--- src/rtl/pipe_mult_param.sv ---
// Parametrised pipelined signed/unsigned integer multiplier with valid/ready on both sides.
// Each register stage folds one WIDTH/STAGES-bit slice of the multiplier into a 2*WIDTH accumulator.

module pipe_mult_stage #(
   parameter int WIDTH  = 4,
   parameter int STAGES = 2,
   parameter int K      = 0
) (
   input  logic               clk,
   input  logic               rst_n,
   input  logic               advance,
   input  logic               d_vld,
   input  logic               d_sgn,
   input  logic [2*WIDTH-1:0] d_a,
   input  logic [WIDTH-1:0]   d_b,
   input  logic [2*WIDTH-1:0] d_acc,
   output logic               q_vld,
   output logic               q_sgn,
   output logic [2*WIDTH-1:0] q_a,
   output logic [WIDTH-1:0]   q_b,
   output logic [2*WIDTH-1:0] q_acc
);
   localparam int AW = 2 * WIDTH;
   localparam int CH = WIDTH / STAGES;

   logic [AW-1:0] chunk_ext;
   logic [AW-1:0] acc_sum;
   logic          neg;

   assign chunk_ext = {{(AW-CH){1'b0}}, d_b[K*CH +: CH]};
   // The multiplier MSB was added with weight +2^(W-1); in signed mode it is -2^(W-1),
   // so the final stage removes a<<W to correct it.
   assign neg       = (K == STAGES - 1) && d_sgn && d_b[WIDTH-1];
   assign acc_sum   = d_acc + ((d_a * chunk_ext) << (K*CH)) - (neg ? (d_a << WIDTH) : '0);

   // Data only loads with a valid transaction so the output holds its last result across bubbles.
   always_ff @(posedge clk) begin
      if (!rst_n) begin
         q_vld <= 1'b0;
         q_sgn <= 1'b0;
         q_a   <= '0;
         q_b   <= '0;
         q_acc <= '0;
      end else if (advance) begin
         q_vld <= d_vld;
         if (d_vld) begin
            q_sgn <= d_sgn;
            q_a   <= d_a;
            q_b   <= d_b;
            q_acc <= acc_sum;
         end
      end
   end
endmodule

module pipe_mult_param #(
   parameter int WIDTH  = 4,
   parameter int STAGES = 2
) (
   input  logic               clk,
   input  logic               rst_n,
   input  logic               in_valid,
   output logic               in_ready,
   input  logic [WIDTH-1:0]   in_a,
   input  logic [WIDTH-1:0]   in_b,
   input  logic               in_signed,
   output logic               out_valid,
   input  logic               out_ready,
   output logic [2*WIDTH-1:0] out_product,
   output logic               out_signed,
   output logic               busy
);
   localparam int AW = 2 * WIDTH;

   if (WIDTH < 2 || STAGES < 1 || (WIDTH % STAGES) != 0) begin : g_bad_params
      $error("pipe_mult_param: WIDTH must be >= 2 and divisible by STAGES");
   end

   logic                         advance;
   logic [STAGES:0]              vld_pipe;
   logic [STAGES:0]              sgn_pipe;
   logic [STAGES:0][AW-1:0]      a_pipe;
   logic [STAGES:0][AW-1:0]      acc_pipe;
   logic [STAGES:0][WIDTH-1:0]   b_pipe;
   logic                         unused_tail;

   // Global stall: the whole pipe moves only when the output slot is free or draining.
   assign advance     = ~vld_pipe[STAGES] | out_ready;
   assign in_ready    = advance;

   assign vld_pipe[0] = in_valid;
   assign sgn_pipe[0] = in_signed;
   assign a_pipe[0]   = {{WIDTH{in_signed & in_a[WIDTH-1]}}, in_a};
   assign b_pipe[0]   = in_b;
   assign acc_pipe[0] = '0;

   for (genvar k = 0; k < STAGES; k++) begin : g_stage
      pipe_mult_stage #(.WIDTH(WIDTH), .STAGES(STAGES), .K(k)) u_stage (
         .clk     (clk),
         .rst_n   (rst_n),
         .advance (advance),
         .d_vld   (vld_pipe[k]),
         .d_sgn   (sgn_pipe[k]),
         .d_a     (a_pipe[k]),
         .d_b     (b_pipe[k]),
         .d_acc   (acc_pipe[k]),
         .q_vld   (vld_pipe[k+1]),
         .q_sgn   (sgn_pipe[k+1]),
         .q_a     (a_pipe[k+1]),
         .q_b     (b_pipe[k+1]),
         .q_acc   (acc_pipe[k+1])
      );
   end

   assign out_valid   = vld_pipe[STAGES];
   assign out_product = acc_pipe[STAGES];
   assign out_signed  = sgn_pipe[STAGES];
   assign busy        = |vld_pipe[STAGES:1];
   assign unused_tail = ^{a_pipe[STAGES], b_pipe[STAGES]};
endmodule

--- config.mk ---
export PLATFORM = sky130hd
export DESIGN_NAME = pipe_mult_param
export DESIGN_NICKNAME = d
export VERILOG_FILES = /design/src/rtl/pipe_mult_param.sv
export SDC_FILE = /design/constraint.sdc
export NUM_CORES = 1
export LEC_CHECK = 0
export CAP_MARGIN = 20
export CORE_UTILIZATION = 35
export DETAILED_ROUTE_END_ITERATION = 8
export SYNTH_ARGS = -nofsm -noshare
export SYNTH_HDL_FRONTEND = slang
export SYNTH_HIERARCHICAL = 1
export SYNTH_SLANG_ARGS = --single-unit
--- constraint.sdc ---
create_clock -name clk -period 3.55 [get_ports clk]
set_input_delay 0.355 -clock clk [delete_from_list [all_inputs] [get_ports clk]]
set_output_delay 0.355 -clock clk [all_outputs]
set_load 0.02 [all_outputs]
=== After elaboration in Yosys (flattened, before gate mapping) ===
Index checks and enable logic that the tools add are counted.

* $mul: 2
* Add/subtract/negate cells: 2
* Reduce and logical (&&, ||, !) cells: 4
* Multiplexer cells: 1
* Bitwise logic cells: 3

{| class="wikitable"
|+ Operators by type and width
! kind !! count
|-
| $add A8 B8 Y8 || 1
|-
| $mul A5 B3 Y8 || 1
|-
| $mux W8 || 1
|-
| $sub A8 B8 Y8 || 1
|-
| $mul A5 B3 Y6 || 1
|-
| $reduce_and A2 Y1 || 2
|-
| $reduce_or A2 Y1 || 1
|-
| $and A1 B1 Y1 || 1
|-
| $logic_and A1 B1 Y1 || 1
|-
| $not A1 Y1 || 1
|-
| $or A1 B1 Y1 || 1
|}

* Logic and storage cells: 20
* Bits in registers: 29
* Input port bits: 13
* Output and inout bits: 12

=== Depth between registers and ports, before layout ===
Gate-level depths: netlist of run 1.

* Word-level depth: 3
* Mapped depth: 15
* Gate-level depth less buffers: 14

=== Cells and area by module ===
The synthesis of run 1 kept the hierarchy.

{| class="wikitable"
|+ By module, submodules not included
! module !! cells an instance !! seq. area each (um^2) !! area an instance (um^2) !! instances
|-
| pipe_mult_stage (g_stage[1].u_stage) || 177 || 440.4 || 1437.6 || 1
|-
| pipe_mult_stage (g_stage[0].u_stage) || 161 || 440.4 || 1343.8 || 1
|-
| pipe_mult_param || 4 || 0.0 || 22.5 || 1
|}

=== Worst setup path after synthesis of run 1 ===
OpenSTA, ideal clock, no wires.

* Path kind: register to register
* Start point: register g_stage[0].u_stage.q_b[3]
* End point: register g_stage[1].u_stage.q_acc[7]
* Data required time: 3.471 ns
* Buffers on the path: 1
* Setup time: 0.079 ns
* Data arrival time: 2.641 ns
* Clock period less this slack: 2.720 ns
* Path slack: 0.830 ns
* Cell stages (with the launch flop): 15
* Cells stage by stage: dfxtp_1 -> buf_4 -> and2_1 -> ha_1 -> inv_1 -> fa_1 -> xor2_1 -> fa_1 -> inv_1 -> ha_1 -> nand2_1 -> a211o_1 -> nand2_1 -> nand4_1 -> o211ai_1

* Cells in the longest elaborated chain, start to end: 3
* Elaborated cells between the ends (all ways): 5
* Those cells by class: add/sub: 2; mul: 1; mux: 1; reduce/logical: 1

{| class="wikitable"
|+ Ends and longest elaborated chain
! item !! line !! text
|-
| start, declared || 20 || <nowiki>output logic [WIDTH-1:0] q_b,</nowiki>
|-
| start signal, assigned || 42 || <nowiki>q_b <= '0;</nowiki>
|-
| start signal, assigned || 49 || <nowiki>q_b <= d_b;</nowiki>
|-
| $mul A5 B3 Y6 / $logic_and A1 B1 Y1 (equally long branches) || 34, 33 ||
|-
| $add A8 B8 Y8 / $mux W8 (equally long branches) || 34 || <nowiki>assign acc_sum = d_acc + ((d_a * chunk_ext) << (K*CH)) - (neg ? (d_a << WIDTH) : '0);</nowiki>
|-
| $sub A8 B8 Y8 * || 34 ||
|-
| end signal, assigned || 50 || <nowiki>q_acc <= acc_sum;</nowiki>
|-
| end, declared || 21 || <nowiki>output logic [2*WIDTH-1:0] q_acc</nowiki>
|}

Mark *: on every way between the ends. The rest lies on a longest branch, timed or not.
A chain may end at the register's enable or synchronous reset.

=== Worst setup path in the final report of run 1 ===
Ends and elaborated chain as after synthesis.

==> results of run 1 <==
-- per-layer routing --
metal | global-route usage (%) | wire length, um | part of all wire, % | up-vias
met5 | 0 | 0 | 0 | -
met4 | 4.04 | 55 | 1.2 | 0
met3 | 2.78 | 126 | 2.8 | 4
met2 | 24.9 | 2080 | 47 | 26
met1 | 19.9 | 2190 | 49 | 858
li1 | - | - | - | 938
-- placed cells by master (no fill, tap or decap), drive strengths merged, types with 2 or more instances in the layout --
master / count
nor2: 5
nand3: 12
inv: 37
a21o: 3
ha: 19
nand2b: 4
o21a: 2
o211a: 2
a21boi: 18
and3: 4
o21ai: 6
and2: 14
o21bai: 2
nor3b: 2
fa: 11
nand4: 3
nand2: 55
clkbuf: 3
a211o: 3
conb: 8
xnor2: 6
xnor3: 2
xor2: 4
a21oi: 7
dfxtp: 28
clkdlybuf4s50: 24
-- worst min path at each step --
| stage | endpoint | slack, ps | cells after the start |
|---|---|---|---|
| floorplan | g_stage[0].u_stage/q_acc[3] | 440 | 2 |
| global placement | g_stage[1].u_stage/q_acc[3] | 450 | 2 |
| detailed placement | g_stage[1].u_stage/q_acc[1] | 460 | 2 |
| CTS | g_stage[1].u_stage/q_acc[1] | 470 | 2 |
| global route | g_stage[1].u_stage/q_sgn | 490 | 2 |
| finish | g_stage[1].u_stage/q_acc[1] | 470 | 2 |
-- flip-flops by register name, indices dropped and copies added, names as in the netlist --
| signal | flops |
|---|---|
| g_stage.u_stage/q_sgn | 2 |
| g_stage.u_stage/q_a | 6 |
| g_stage.u_stage/q_acc | 16 |
| g_stage.u_stage/q_vld | 2 |
| g_stage.u_stage/q_b | 2 |
-- power by group --
| group | internal, mW | leakage [nW] | switching, mW | total, mW |
|---|---|---|---|---|
| clock | 0.151 | 0.0357 | 0.103 | 0.254 |
| combinational | 0.162 | 0.904 | 0.184 | 0.346 |
| sequential | 0.344 | 0.230 | 0.0210 | 0.365 |
| total | 0.657 | 1.17 | 0.308 | 0.965 |
-- worst register-to-register path: stages, from the launching register on --
cell	delay [ps]
dfxtp_1	470
and2_1	170
ha_1	170
inv_1	50
fa_1	390
xor2_1	190
fa_1	490
inv_1	50
ha_1	340
nand2_1	70
a211o_1	260
nand2_1	70
nand4_1	90
o211ai_1	90
-- final cells by class --
type,count,share of cell area (%)
Clock inverter,1,1.15
Sequential cell,28,21.5
Inverter,37,5.32
Multi-Input combinational cell,205,57.4
Tap cell,75,3.60
Clock buffer,3,1.58
Timing Repair Buffer,25,9.50
-- stage by stage --
stage	cell area (um^2)	setup slack (ps)	hold WS, ps	util [%]	power (mW)
after floorplan	2270	842	441	-	0.626
after global placement	2540	559	454	41.9	0.716
after detailed placement	2540	501	456	41.9	0.721
after CTS	2610	584	472	43.0	0.982
after global routing	2610	355	489	43.0	1.04
final	2610	592	467	43.0	0.965
==> run_results.csv, run 1 <==
group,metric,value,unit
outcome,status,"finished, final reports clean",
setup_path,r2r-end,"g_stage[1].u_stage/q_acc[7]",
placement,portBuffers,24,
clocking,post_cts_buffers,0,
floorplan,die_x,82.1,um
cells_and_area,regArea,561,um^2
grt,overflow,0,
floorplan,ios,25,
clocking,htreeDepth,1,
setup_path,cp-start-kind,"flip-flop",
clocking,cts_tree,"built",
cells_and_area,final_cell_count_no_fill,374,
cells_and_area,fin_nets,343,
clocking,cts_made_buffers,3,
clocking,root_buffer,"clkbuf_8",
placement,dp_cells,370,
min_path,min_from,"g_stage[1].u_stage/q_acc[1]",
sta,fin_skew,2.69,ps
floorplan,fp-row-count,28,
power_and_ir_drop,leakagePower,1.17,nW
sta,timing.final.hold_violations,0,
clocking,clkTransAtPathRegs,100,ps
clocking,clockBufferDepth,2,
floorplan,die_area,6730,um^2
setup_path,crit_chain,"and2_1, ha_1, inv_1, fa_1, xor2_1, fa_1, inv_1, ha_1, nand2_1, a211o_1, nand2_1, nand4_1, o211ai_1",
sta,setup_viol,0,
clocking,postCtsHoldBufs,0,
synth,syn-instance-count,278,
sta,fmax,338,MHz
grt,track_usage,15.0,%
setup_path,critPathLaunch,"g_stage[0].u_stage/q_b[3]",
drt,ant_nets,0,
grt,grt_max_degree,26,
setup_path,crit_path_top_delay_cell,"fa_1",
power_and_ir_drop,p_per_area,370,nW/um^2
grt,antenna_found_initial,0,
drt,vias_per_cell,4.88,
sta,drv_slew,0,
setup_path,reg2reg_depth,13,
drt,num_vias,1826,
setup_path,critPathCapture,"g_stage[1].u_stage/q_acc[7]",
setup_path,crit_family,"adder cells",
setup_path,cp.depth,13,
setup_path,required,3760,ps
drt,dr.pass1.iters,4,
drt,drt_wl_total,4.45,mm
synth,syn_area,2240,um^2
cells_and_area,area_growth,16.3,%
synth,ys_warn_count,6,
cells_and_area,fillerInstances,647,
flow_run,drv_cap,0,
grt,grt_pass1_vias,1784,
clocking,cts.sink_count,28,
setup_path,critPathBufInv,2,
sta,worstMarginPinSlew,637,ps
setup_path,crit_fanout,10,
sta,min_period,2960,ps
sta,tns,0,ps
sta,post-route-period-util,83.3,%
clocking,cts-resized-gates,0,
floorplan,fp.dieH,82.1,um
clocking,clk_latency,280,ps
placement,dp_hpwl,3.54,mm
setup_path,rrSetupSlack,590,ps
drt,drcViolationCount,0,
grt,grt_pass1_wl,7.81,mm
power_and_ir_drop,ir_worst_vdd,142,uV
floorplan,start_util,37.0,%
setup_path,path_class,"flip-flop to flip-flop",
floorplan,coreArea,6060,um^2
setup_path,worstPathArrival,3170,ps
cells_and_area,multi_input_area,1500,um^2
setup_path,cp-end-kind,"flip-flop",
cells_and_area,drive_above_1_share,3.01,%
drt,drt-wirelength-per-cell,11.9,um
placement,gp_congestion,0.821,
cells_and_area,antenna_cells,0,
setup_path,cpPeakStageDelay,490,ps
sta,grt_setup_unrepaired,"no",
synth,avgSynthCellArea,8.07,um^2
sta,max_slew_margin,57.4,%
setup_path,rr_startpoint,"g_stage[0].u_stage/q_b[3]",
min_path,holdCritPathClass,"flip-flop to flip-flop",
drt,first_iter_violations,63,
No activity file was read; power rests on OpenSTA's default activity.
==> inputs of run 2 (changes only) <==
Clock period 3.55 ns to 2.6 ns, I/O delays scaled along.
==> run_results.csv, run 2 (synthesis results as in run 1) <==
group,metric,value,unit
outcome,status,"finished, violations left",
outcome,violations,"setup timing",
sta,fin_ws,-40.2,ps
cells_and_area,regMostFlops,"g_stage.u_stage/q_acc",
clocking,clk_latency,270,ps
power_and_ir_drop,p_per_area,466,nW/um^2
drt,drt_wl_total,4.73,mm
drt,drt-wirelength-per-cell,11.8,um
floorplan,fp-row-count,28,
cells_and_area,drive_above_1_share,18.0,%
setup_path,crit_path_top_delay_cell,"fa_1",
clocking,cts_made_buffers,3,
cells_and_area,antenna_cells,0,
setup_path,crit_chain,"and2_4, ha_4, inv_2, fa_2, fa_1, inv_2, ha_4, nor2_4, a211o_1, nand2_1, nand4_1, o211ai_1",
cells_and_area,final_cell_mix,"nand2_1 (54), inv_1 (33), buf_4 (28), dfxtp_1 (24), clkdlybuf4s50_1 (24)",
grt,track_usage,16.1,%
floorplan,coreArea,6060,um^2
placement,placedInstanceArea,2780,um^2
drt,first_iter_violations,74,
drt,ant_nets,0,
grt,grt_pass1_vias,1845,
setup_path,cp-start-kind,"flip-flop",
cells_and_area,utilization,48.1,%
sta,min_period,2640,ps
sta,fmax,379,MHz
setup_path,crit_family,"adder cells",
clocking,root_buffer,"clkbuf_8",
power_and_ir_drop,power,1.36,mW
clocking,cts_tree,"built",
cells_and_area,largest_reg_flops,16,
floorplan,ios,25,
setup_path,worstPathArrival,2840,ps
floorplan,die_x,82.1,um
drt,vias_per_cell,4.78,
setup_path,required,2800,ps
clocking,clockBufferDepth,2,
cells_and_area,fin_nets,371,
clocking,postCtsHoldBufs,0,
placement,place_ws,-191,ps
min_path,holdCritPathClass,"flip-flop to flip-flop",
cells_and_area,top_regs,"g_stage.u_stage/q_acc x16, g_stage.u_stage/q_a x6",
cells_and_area,final_cell_count_no_fill,402,
grt,overflow,0,
clocking,htreeDepth,1,
floorplan,die_area,6730,um^2
placement,gp_congestion,0.783,
flow_run,drv_cap,0,
setup_path,crit_fanout,4,
sta,grt_setup_unrepaired,"yes",
sta,setup_viol,2,
placement,dp_cells,398,
placement,dp_hpwl,3.96,mm
placement,portBuffers,24,
sta,timing.final.hold_violations,0,
sta,post-route-period-util,102,%
setup_path,path_class,"flip-flop to flip-flop",
clocking,cts.sink_count,28,
grt,grt_pass1_wl,8.38,mm
setup_path,cp-end-kind,"flip-flop",
grt,antenna_found_initial,0,
floorplan,start_util,37.0,%
cells_and_area,layout_commonest_cell,"nand2_1",
setup_path,critPathBufInv,2,
cells_and_area,area_growth,29.9,%
sta,drv_slew,0,
power_and_ir_drop,leakagePower,1.32,nW
clocking,clkTransAtPathRegs,90,ps
cells_and_area,stdcell_area,2920,um^2
drt,dr.pass1.iters,4,
floorplan,fp.dieH,82.1,um
power_and_ir_drop,ir_worst_vdd,232,uV
setup_path,cpPeakStageDelay,530,ps
drt,num_vias,1921,
drt,drcViolationCount,0,
sta,fin_skew,2.22,ps
grt,grt_max_degree,32,
run 2: final cells by class:
class / instances / area [um^2]
Sequential cell: 28 / 568
Clock buffer: 4 / 55.1
Fill cell: 624 / 3150
Tap cell: 75 / 93.8
Timing Repair Buffer: 53 / 462
Inverter: 37 / 139
Multi-Input combinational cell: 205 / 1600
run 2: path summary, 6_finish.rpt:
kind                                from                          end  slack [ps]  depth (start not counted)
max reg2reg    g_stage[0].u_stage/q_b[2]  g_stage[1].u_stage/q_acc[7]         -40                         12
min          g_stage[0].u_stage/q_acc[0]  g_stage[1].u_stage/q_acc[0]         470                          2
min reg2reg  g_stage[0].u_stage/q_acc[0]  g_stage[1].u_stage/q_acc[0]         470                          2
max            g_stage[0].u_stage/q_b[2]  g_stage[1].u_stage/q_acc[7]         -40                         12
run 2: metrics by stage:
stage	hold slack, ps	setup TNS [ps]
global route	489	-400
CTS	471	-71.3
detailed placement	458	-683
global placement	453	-508
floorplan	405	-44.4
finish	467	-64.5
run 2: power by group:
group / internal (mW) / switching (mW) / total, mW
logic: 0.305 / 0.290 / 0.595
clock network: 0.136 / 0.132 / 0.267
registers: 0.470 / 0.0277 / 0.497
run 2: routing by layer:
layer	part of all wire (%)	wire, um	GRT usage (%)
met5	0	0	0
met4	1.0	48	3.68
met3	1.8	86	1.78
met2	47	2220	27.0
met1	50	2370	21.9
run 2: what timing repair did:
item	4_1_cts	5_1_grt
setup endpoints to repair	3	4
setup buffers	0	0
pin swaps	4	5
hold endpoints to repair	0	0
resized for setup	12	9
run 2: tightest hold or removal path, cell delays in order (launching register included):
cell	delay, ps
dfxtp_1	320
nand2_1	50
a21boi_0	60
==> inputs of run 3 (changes only) <==
Settings changed: ABC_CLOCK_PERIOD_IN_PS set to 2600.
==> results of run 3 <==
The final DEF is identical to that of run 2; final timing and power are the same.
